`src/rtl/edge_pkg.sv`:
```
// Shared types and constants for the multi-channel edge detector:
// per-channel FSM state encoding and tick-select mode codes.
package edge_pkg;

    typedef enum logic [2:0] {
        LOW       = 3'd0,
        RISE_PEND = 3'd1,
        RISE_TICK = 3'd2,
        HIGH      = 3'd3,
        FALL_PEND = 3'd4,
        FALL_TICK = 3'd5
    } edge_state_e;

    localparam logic [1:0] MODE_RISE = 2'b00;
    localparam logic [1:0] MODE_FALL = 2'b01;
    localparam logic [1:0] MODE_BOTH = 2'b10;
    localparam logic [1:0] MODE_OFF  = 2'b11;

    // Debounced level is high from the accepted rising edge until a falling edge is accepted
    function automatic logic state_is_high(input edge_state_e st);
        logic res;
        case (st)
            RISE_TICK: res = 1'b1;
            HIGH:      res = 1'b1;
            FALL_PEND: res = 1'b1;
            default:   res = 1'b0;
        endcase
        return res;
    endfunction

endpackage

```
`src/rtl/edge_channel.sv`:
```
// One input channel: synchroniser chain, debounce counter, Moore edge FSM
// and sticky event flag. All outputs come straight from flops.
module edge_channel
    import edge_pkg::*;
#(
    parameter int SYNC_STAGES = 2,
    parameter int DEBOUNCE    = 4
) (
    input  logic clk,
    input  logic reset_n,
    input  logic level_in,
    input  logic clear_in,
    input  logic sel_tick_in,
    output logic rise_tick,
    output logic fall_tick,
    output logic level_db,
    output logic event_flag
);

    localparam int CNT_W = $clog2(DEBOUNCE + 1);
    localparam logic [CNT_W-1:0] CNT_ZERO = CNT_W'(0);
    localparam logic [CNT_W-1:0] CNT_ONE  = CNT_W'(1);
    localparam logic [CNT_W-1:0] CNT_MAX  = CNT_W'(DEBOUNCE - 1);

    logic [SYNC_STAGES-1:0] sync_q, sync_d;
    logic [CNT_W-1:0]       cnt_q, cnt_d;
    edge_state_e            state_q, state_d;
    logic                   rise_q, rise_d;
    logic                   fall_q, fall_d;
    logic                   db_q, db_d;
    logic                   flag_q, flag_d;
    logic                   s_s;

    assign s_s = sync_q[SYNC_STAGES-1];

    // Synchroniser shift and sticky-flag next state (set beats clear)
    always_comb begin
        sync_d = {sync_q[SYNC_STAGES-2:0], level_in};
        if (sel_tick_in) begin
            flag_d = 1'b1;
        end else if (clear_in) begin
            flag_d = 1'b0;
        end else begin
            flag_d = flag_q;
        end
    end

    // Edge FSM next state; counter restarts on every pending-state entry and never wraps
    always_comb begin
        state_d = state_q;
        cnt_d   = cnt_q;
        case (state_q)
            LOW: begin
                if (s_s) begin
                    state_d = RISE_PEND;
                    cnt_d   = CNT_ZERO;
                end else begin
                    state_d = LOW;
                end
            end
            RISE_PEND: begin
                if (!s_s) begin
                    state_d = LOW;
                end else if (cnt_q == CNT_MAX) begin
                    state_d = RISE_TICK;
                end else begin
                    cnt_d = cnt_q + CNT_ONE;
                end
            end
            RISE_TICK: state_d = HIGH;
            HIGH: begin
                if (!s_s) begin
                    state_d = FALL_PEND;
                    cnt_d   = CNT_ZERO;
                end else begin
                    state_d = HIGH;
                end
            end
            FALL_PEND: begin
                if (s_s) begin
                    state_d = HIGH;
                end else if (cnt_q == CNT_MAX) begin
                    state_d = FALL_TICK;
                end else begin
                    cnt_d = cnt_q + CNT_ONE;
                end
            end
            FALL_TICK: state_d = LOW;
            default: begin
                state_d = LOW;
                cnt_d   = CNT_ZERO;
            end
        endcase
    end

    // Outputs are decoded from the next state so the flops mirror the Moore decode of state_q
    always_comb begin
        rise_d = (state_d == RISE_TICK);
        fall_d = (state_d == FALL_TICK);
        db_d   = state_is_high(state_d);
    end

    // State and output registers
    always_ff @(posedge clk or negedge reset_n) begin
        if (!reset_n) begin
            sync_q  <= {SYNC_STAGES{1'b0}};
            cnt_q   <= CNT_ZERO;
            state_q <= LOW;
            rise_q  <= 1'b0;
            fall_q  <= 1'b0;
            db_q    <= 1'b0;
            flag_q  <= 1'b0;
        end else begin
            sync_q  <= sync_d;
            cnt_q   <= cnt_d;
            state_q <= state_d;
            rise_q  <= rise_d;
            fall_q  <= fall_d;
            db_q    <= db_d;
            flag_q  <= flag_d;
        end
    end

    assign rise_tick  = rise_q;
    assign fall_tick  = fall_q;
    assign level_db   = db_q;
    assign event_flag = flag_q;

endmodule

```
`src/rtl/multi_edge_detector.sv`:
```
// N independent debounced edge-detector channels plus the shared
// mode mux that selects which accepted edges appear on tick.
module multi_edge_detector
    import edge_pkg::*;
#(
    parameter int CHANNELS    = 4,
    parameter int SYNC_STAGES = 2,
    parameter int DEBOUNCE    = 4
) (
    input  logic                clk,
    input  logic                reset_n,
    input  logic [CHANNELS-1:0] level,
    input  logic [1:0]          mode,
    input  logic [CHANNELS-1:0] clear,
    output logic [CHANNELS-1:0] rise_tick,
    output logic [CHANNELS-1:0] fall_tick,
    output logic [CHANNELS-1:0] tick,
    output logic [CHANNELS-1:0] level_db,
    output logic [CHANNELS-1:0] event_flag
);

    logic [CHANNELS-1:0] tick_s;

    // Mode select acts in the same cycle; inputs are registered ticks only
    always_comb begin
        tick_s = {CHANNELS{1'b0}};
        case (mode)
            MODE_RISE: tick_s = rise_tick;
            MODE_FALL: tick_s = fall_tick;
            MODE_BOTH: tick_s = rise_tick | fall_tick;
            MODE_OFF:  tick_s = {CHANNELS{1'b0}};
            default:   tick_s = {CHANNELS{1'b0}};
        endcase
    end

    assign tick = tick_s;

    for (genvar i = 0; i < CHANNELS; i++) begin : g_ch
        edge_channel #(
            .SYNC_STAGES(SYNC_STAGES),
            .DEBOUNCE   (DEBOUNCE)
        ) u_ch (
            .clk        (clk),
            .reset_n    (reset_n),
            .level_in   (level[i]),
            .clear_in   (clear[i]),
            .sel_tick_in(tick_s[i]),
            .rise_tick  (rise_tick[i]),
            .fall_tick  (fall_tick[i]),
            .level_db   (level_db[i]),
            .event_flag (event_flag[i])
        );
    end

endmodule
```
`config.mk`:
```
export PLATFORM = sky130hd
export DESIGN_NAME = multi_edge_detector
export DESIGN_NICKNAME = d
export VERILOG_FILES = /design/src/rtl/edge_pkg.sv /design/src/rtl/edge_channel.sv /design/src/rtl/multi_edge_detector.sv
export SDC_FILE = /design/constraint.sdc
export NUM_CORES = 1
export LEC_CHECK = 0
export CORE_UTILIZATION = 30
export DETAILED_ROUTE_END_ITERATION = 8
export PLACE_DENSITY_LB_ADDON = 0.3
export SLEW_MARGIN = 20
export SYNTH_ARGS = -nofsm -noshare
export SYNTH_HDL_FRONTEND = slang
export SYNTH_SLANG_ARGS = --single-unit
```
`constraint.sdc`:
```
create_clock -name clk -period 3.4 [get_ports clk]
set_clock_uncertainty 0.05 [all_clocks]
set_input_delay 0.51 -clock clk [delete_from_list [all_inputs] [get_ports clk]]
set_output_delay 0.51 -clock clk [all_outputs]
set_load 0.1 [all_outputs]
```
==> results of run 1 <==
[power by group]
part | leakage [nW] | internal, mW | switching, mW | total, mW
combinational | 0.644 | 0.431 | 0.572 | 1.00
clock | 0.0479 | 0.144 | 0.199 | 0.342
sequential | 0.624 | 0.716 | 0.186 | 0.902
total | 1.32 | 1.29 | 0.956 | 2.25
[through the flow]
stage	hold WS, ps	instance area (sq um)	util, %
finish	164	2860	36.2
floorplan	164	2510	-
CTS	307	2850	36.2
detailed placement	291	2770	35.1
global placement	283	2770	35.1
global route	208	2860	36.2
[flip-flops by register name (all words and copies together) (netlist names)]
register	count
g_ch.u_ch.state_q	12
g_ch.u_ch.cnt_q	12
g_ch.u_ch.event_flag	4
g_ch.u_ch.sync_q	8
g_ch.u_ch.rise_tick	4
g_ch.u_ch.level_db	4
g_ch.u_ch.fall_tick	4
[routing by layer]
metal	wire length, um	up-vias
met5	0	-
met4	40	0
met3	164	4
met2	1870	26
met1	2030	773
li1	-	816
[kinds of logic after synthesis]
| group | Yosys count |
|---|---|
| AO/OA/AOI/OAI | 52 |
| XOR/XNOR | 3 |
| adder cells (fa/ha/maj) | 8 |
| buffers and inverters | 51 |
| flip-flops | 48 |
| multiplexers | 14 |
| AND/OR/NAND/NOR | 71 |
[layout make-up]
class,count,area share [%]
Tap cell,102,4.47
Timing Repair Buffer,31,12.2
Clock inverter,3,0.657
Clock buffer,5,2.41
Sequential cell,48,42.0
Inverter,19,2.50
Multi-Input combinational cell,148,35.7
[worst min path at each step]
stage                                                     end  cells past startpoint  slack, ps
final                     g_ch[0].u_ch.event_flag$_DFFE_PN0P_                      1        160
after global routing      g_ch[0].u_ch.event_flag$_DFFE_PN0P_                      1        210
after CTS                    g_ch[3].u_ch.sync_q[1]$_DFF_PN0_                      0        310
after detailed placement     g_ch[3].u_ch.sync_q[1]$_DFF_PN0_                      0        290
after global placement       g_ch[2].u_ch.sync_q[1]$_DFF_PN0_                      0        280
after floorplan             g_ch[0].u_ch.cnt_q[0]$_DFFE_PN0P_                      0        160
[cells in the final DEF (no fill, tap or decap), drive strengths merged, types with 4 or more instances in the layout]
master	n
dfrtp	48
clkdlybuf4s50	26
nor2	21
inv	19
a21oi	17
nand2	15
mux2	12
nand2b	11
nor2b	9
o21ai	9
ha	8
o32ai	7
a21o	7
clkbuf	5
buf	5
and2b	4
[worst max-delay path, stage by stage]
cell and delay, ps:
clkdlybuf4s50_1 530, nor2b_1 290, nand2_1 80, o21ai_0 240, buf_12 250
==> metrics.log, run 1 <==
INFO  metric required_time_worst_endpoint = approximately 2800 ps
INFO  metric fin_cells = between 300 and 400
INFO  metric timing.setup.tns = 0 ps
INFO  metric grt_util_met2 = a little under a fifth
INFO  metric fp.dieW = just over 90 um
INFO  metric cts.reportedPaths.clkPinSlew = about 90 ps
INFO  metric worstMarginPinSlew = 980 ps
INFO  metric crit_path_max_fanout = 5
INFO  metric grt_first_pass_wirelength = between 7 and 8 mm
INFO  metric place_ws = between 800 and 900 ps
INFO  metric totalPowerFinal = 2.25 mW
INFO  metric worstSetupStartpointType = input pin
INFO  metric net_count_of_the_mapped_netlist = roughly 270
INFO  metric simple_gate_share_of_the_synthesized_area = roughly 15%
INFO  metric global_route.peak_usage_layer = met2
INFO  metric synth.yosys.warnings = 0
INFO  metric design.core.area = ~8000 sq um
INFO  metric critPathArrivalTime = between 1500 and 2000 ps
INFO  metric pin_count_of_the_biggest_net_entering_global_routing = 49
INFO  metric p_leak = between 1 and 1.5 nW
INFO  metric number_of_buffers_added_for_setup_after_cts = 0
INFO  metric sequential_cell_area_fraction_in_the_yosys_report = 47.9%
INFO  metric criticalPathCategory = in -> out
INFO  metric synth_top_area_share = between 40 and 50%
INFO  metric synth_cell_types = 36
INFO  metric timing.max_slew.rel_slack = around 34%
INFO  metric drt_wl_total = approximately 4 mm
INFO  metric synth_edf_count = 0
INFO  metric routed_vias_inst = between 4 and 5
INFO  metric synthTopCellsByArea = dfrtp_1 48%, buf_4 6.0%, mux2_2 5.4%
INFO  metric synth_top_family_by_area = simple AND/OR/NAND/NOR gates
INFO  metric clock_tree.buffer_depth = 2
INFO  metric fill_cells = a little over 800
INFO  metric pin_count = 32
INFO  metric synth_top_area_cell = dfrtp_1
INFO  metric clock-sinks = 48
INFO  metric grt_util_met1 = 13.3%
INFO  metric post_synthesis_instance_area = about 2500 sq um
INFO  metric asyncSetResetFlopFracSynth = 100%
INFO  metric clock-root-buffer = clkbuf_8
INFO  metric wire_per_inst = 11.5 um
INFO  metric seqCellArea = roughly 1200 sq um
INFO  metric layout-area-overhead-vs-synth = 13.9%
INFO  metric synthMuxAreaShare = under 10%
INFO  metric globalRouteTotalUtil = a little over a tenth
INFO  metric setup_slack = slightly above 900 ps
INFO  metric detailed_place_hpwl = a little under 3 mm
INFO  metric most_frequent_cell_after_synthesis = dfrtp_1
INFO  metric average_instance_area_after_synthesis = 10.2 sq um
INFO  metric critical_path.endpoint_type = output port
INFO  metric globalRoute.totalOverflow = 0
INFO  metric cts_max_level = 2
INFO  metric setup_violations = 0
INFO  metric adder_cell_share_of_the_synthesized_area = 3.99%
INFO  metric num_antenna_cells = 0
INFO  metric syn-instance-count = roughly 250
INFO  metric worst_setup_path_endpoint = tick[0]
INFO  metric reg2reg_depth = 6
INFO  metric regToRegSetupSlack = around 1400 ps
INFO  metric drc_errors = 0
INFO  metric dr_total_vias = around 1,600
INFO  metric synth_xor_xnor_area_share = 1.05%
INFO  metric postCtsHoldBufs = 0
INFO  metric io_buffer_count = 31
INFO  metric post_cts_resize_count = 0
INFO  metric floorplan.initialDensity = 31.8%
INFO  metric use_met3 = roughly 2.6%
INFO  metric gpl.final_weighted_congestion = just under 0.8
INFO  metric run_status = complete, no violations
INFO  metric detail_route.iter0.violations = 39
INFO  metric cap_viol_max_count = 0
INFO  metric vias_in_the_first_global_route = ~1,700
INFO  metric placedCellCount = 348
INFO  metric synth.ff_latch_count = 48
INFO  metric final_max_slew_viol_count = 0
INFO  metric antenna_found_initial = 0
INFO  metric critical_path_launch_point = mode[0]
INFO  metric finalHoldViolCount = 0
INFO  metric multiInputGateArea = ~1000 sq um
INFO  metric cts_tree = done
INFO  metric fp-row-count = 32
INFO  metric design.die.area = 8730 sq um
INFO  metric rsz0062_at_grt = no
INFO  metric reg2reg_to = g_ch[0].u_ch.cnt_q[2]$_DFFE_PN0P_
INFO  metric detail-route-antenna-nets = 0
INFO  metric ys.flop_type = dfrtp_1
INFO  metric clock_latency = 300 ps
INFO  metric fmaxAchievable = roughly 400 MHz
INFO  metric layout_worst_path_cycle_share = 72.8%
INFO  metric drt_pass1_iterations = 4
INFO  metric cts-buffers-inserted = 5
INFO  metric floorplan.die.height = around 93 um
INFO  metric peakVddDrop = roughly 240 uV
INFO  metric min_period = between 2000 and 2500 ps
INFO  metric num-nets-final = between 200 and 300
INFO  metric drive_above_1_share = between 10% and 20%
INFO  metric class_of_the_worst_hold_path = in -> async
INFO  metric ys_top_cells_by_count = 48 x dfrtp_1, 21 x nor2_1, 20 x buf_4
INFO  metric r2r_start = g_ch[0].u_ch.cnt_q[0]$_DFFE_PN0P_
INFO  metric synth_compound_area_share = between 10 and 15%
INFO  metric powerDensity = roughly 800 nW/um^2
Note: power is estimated with default switching activity, not from simulation.
==> run 2: changes to the inputs <==
==> constraint.sdc (replaced) <==
create_clock -name clk -period 2.21 [get_ports clk]
set_clock_uncertainty 0.05 [all_clocks]
set_input_delay 0.3315 -clock clk [delete_from_list [all_inputs] [get_ports clk]]
set_output_delay 0.3315 -clock clk [all_outputs]
set_load 0.1 [all_outputs]
==> metrics.log, run 2 (synthesis results as in run 1) <==
INFO  metric cpLargestDelayFamily = buffers and inverters
INFO  metric timing.setup.tns = 0 ps
INFO  metric critPathArrivalTime = approximately 1700 ps
INFO  metric clock-root-buffer = clkbuf_8
INFO  metric global_route.peak_usage_layer = met2
INFO  metric pin_count = 32
INFO  metric finalHoldViolCount = 0
INFO  metric max_stage_delay = 580 ps
INFO  metric rsz0062_at_grt = no
INFO  metric wire_per_inst = ~11 um
INFO  metric most_frequent_cells_in_the_layout = 48 x dfrtp_1, 21 x nor2_1, 19 x inv_1, 17 x a21oi_1, 17 x buf_4
INFO  metric drt_pass1_iterations = 4
INFO  metric cap_viol_max_count = 0
INFO  metric detail_route.iter0.violations = between 40 and 50
INFO  metric worstPathBufferInverterCount = 2
INFO  metric grt_util_met2 = 16.7%
INFO  metric timing.max_slew.rel_slack = around 61%
INFO  metric powerDensity = around 1200 nW/um^2
INFO  metric drc_errors = 0
INFO  metric place_area = about 2800 sq um
INFO  metric num_antenna_cells = 0
INFO  metric critical_path.slowest_cell = clkdlybuf4s50_1
INFO  metric leading_cell_type_in_the_layout_fill_and_taps_excluded = dfrtp_1
INFO  metric design.die.area = about 8700 sq um
INFO  metric cts-buffers-inserted = 5
INFO  metric routed_vias_inst = between 4 and 5
INFO  metric vias_in_the_first_global_route = ~1,500
INFO  metric floorplan.initialDensity = roughly a third
INFO  metric critical_path.endpoint_type = output port
INFO  metric fp.dieW = ~93 um
INFO  metric cts_tree = done
INFO  metric worstSetupStartpointType = input pin
INFO  metric globalRouteTotalUtil = about a tenth
INFO  metric detail-route-antenna-nets = 0
INFO  metric cts.reportedPaths.clkPinSlew = about 80 ps
INFO  metric criticalPathCategory = in -> out
INFO  metric detailed_place_hpwl = 3.00 mm
INFO  metric grt_first_pass_wirelength = ~6.9 mm
INFO  metric layout-area-overhead-vs-synth = 14.1%
INFO  metric final_max_slew_viol_count = 0
INFO  metric clock_latency = between 200 and 300 ps
INFO  metric fmaxAchievable = approximately 480 MHz
INFO  metric worstMarginPinSlew = ~580 ps
INFO  metric crit_path_max_fanout = 5
INFO  metric class_of_the_worst_hold_path = reg -> reg
INFO  metric dr_total_vias = between 1,500 and 2,000
INFO  metric design_area = 2860 sq um
INFO  metric multiInputGateArea = about 1000 sq um
INFO  metric antenna_found_initial = 0
INFO  metric clock_tree.buffer_depth = 2
INFO  metric use_met3 = around 2.6%
INFO  metric min_period = around 2100 ps
INFO  metric totalPowerFinal = between 3 and 4 mW
INFO  metric required_time_worst_endpoint = roughly 1800 ps
INFO  metric setup_violations = 0
INFO  metric run_status = complete, no violations
INFO  metric cts_max_level = 2
INFO  metric drt_wl_total = 4.01 mm
INFO  metric peakVddDrop = 383 uV
INFO  metric drive_above_1_share = 21.1%
INFO  metric num-nets-final = roughly 280
INFO  metric floorplan.die.height = between 90 and 100 um
INFO  metric io_buffer_count = 31
INFO  metric layout_worst_path_cycle_share = between 90% and 100%
INFO  metric seqCellArea = 1200 sq um
INFO  metric design.core.area = approximately 8000 sq um
INFO  metric reg_top3 = g_ch.u_ch.cnt_q x12, g_ch.u_ch.state_q x12, g_ch.u_ch.sync_q x8
INFO  metric globalRoute.totalOverflow = 0
INFO  metric grt_util_met1 = between 10% and 20%
INFO  metric crit_chain = clkdlybuf4s50_1, a21oi_1, o21ai_0, buf_12
INFO  metric gpl.final_weighted_congestion = approximately 0.76
INFO  metric clock-sinks = 48
INFO  metric fp-row-count = 32
INFO  metric pin_count_of_the_biggest_net_entering_global_routing = 26
INFO  metric p_leak = approximately 1.4 nW
INFO  metric fill_cells = roughly 780
==> run 2: cell count changes in the layout (fill, tap and decap cells not counted), sizes merged <==
cell / before / now
buf: 5 / 23
clkdlybuf4s50: 26 / 10
dlygate4sd3: 0 / 1
clkbuf: 5 / 7
clkinv: 3 / 0
==> run 2: per-layer routing <==
| metal | up-vias | wire (um) | part of all wire (%) |
|---|---|---|---|
| met5 | - | 0 | 0 |
| met4 | 0 | 49 | 1.2 |
| met3 | 7 | 180 | 4.5 |
| li1 | 823 | - | - |
| met1 | 767 | 1920 | 48 |
| met2 | 26 | 1860 | 46 |
==> run 2: through the flow <==
step / util (%) / std cells / setup slack (ps) / hold slack [ps]
global placement: 34.9 / 350 / 65.9 / 285
detailed placement: 34.9 / 350 / 66.7 / 288
CTS: 36.3 / 358 / 45.1 / 308
finish: 36.3 / 358 / 135 / 304
floorplan: - / 247 / 337 / -14.1
global route: 36.3 / 358 / 47.1 / 315
==> run 2: worst paths after layout <==
kind	start	to	slack, ps	depth (start not counted)
max	mode[1]	tick[2]	130	4
min	g_ch[2].u_ch.sync_q[0]$_DFF_PN0_	g_ch[2].u_ch.sync_q[1]$_DFF_PN0_	300	0
max reg2reg	g_ch[0].u_ch.cnt_q[0]$_DFFE_PN0P_	g_ch[0].u_ch.cnt_q[0]$_DFFE_PN0P_	220	6
min reg2reg	g_ch[2].u_ch.sync_q[0]$_DFF_PN0_	g_ch[2].u_ch.sync_q[1]$_DFF_PN0_	300	0
max in group asynchronous	reset_n	g_ch[3].u_ch.state_q[1]$_DFF_PN0_	1070	3
min in group asynchronous	reset_n	g_ch[0].u_ch.state_q[2]$_DFF_PN0_	520	2
==> run 2: cell type report <==
class / count / area share (%)
well taps: 102 / 4.46
multi-input cells: 148 / 35.8
clock buffers: 7 / 3.37
flip-flops and latches: 48 / 42.0
inverters: 19 / 2.49
repair buffers: 34 / 12.0
==> run 2: timing repair <==
item | in CTS | in global routing
hold buffers | 1 | 0
hold endpoints to repair | 7 | 0
setup buffers | 0 | 0
resized for setup | 0 | 2
setup endpoints to repair | 0 | 1
==> run 2: where the power goes <==
part | switching [mW] | internal [mW] | leakage (nW)
Sequential | 0.276 | 1.10 | 0.624
Clock | 0.264 | 0.279 | 0.0503
Combinational | 0.893 | 0.655 | 0.694
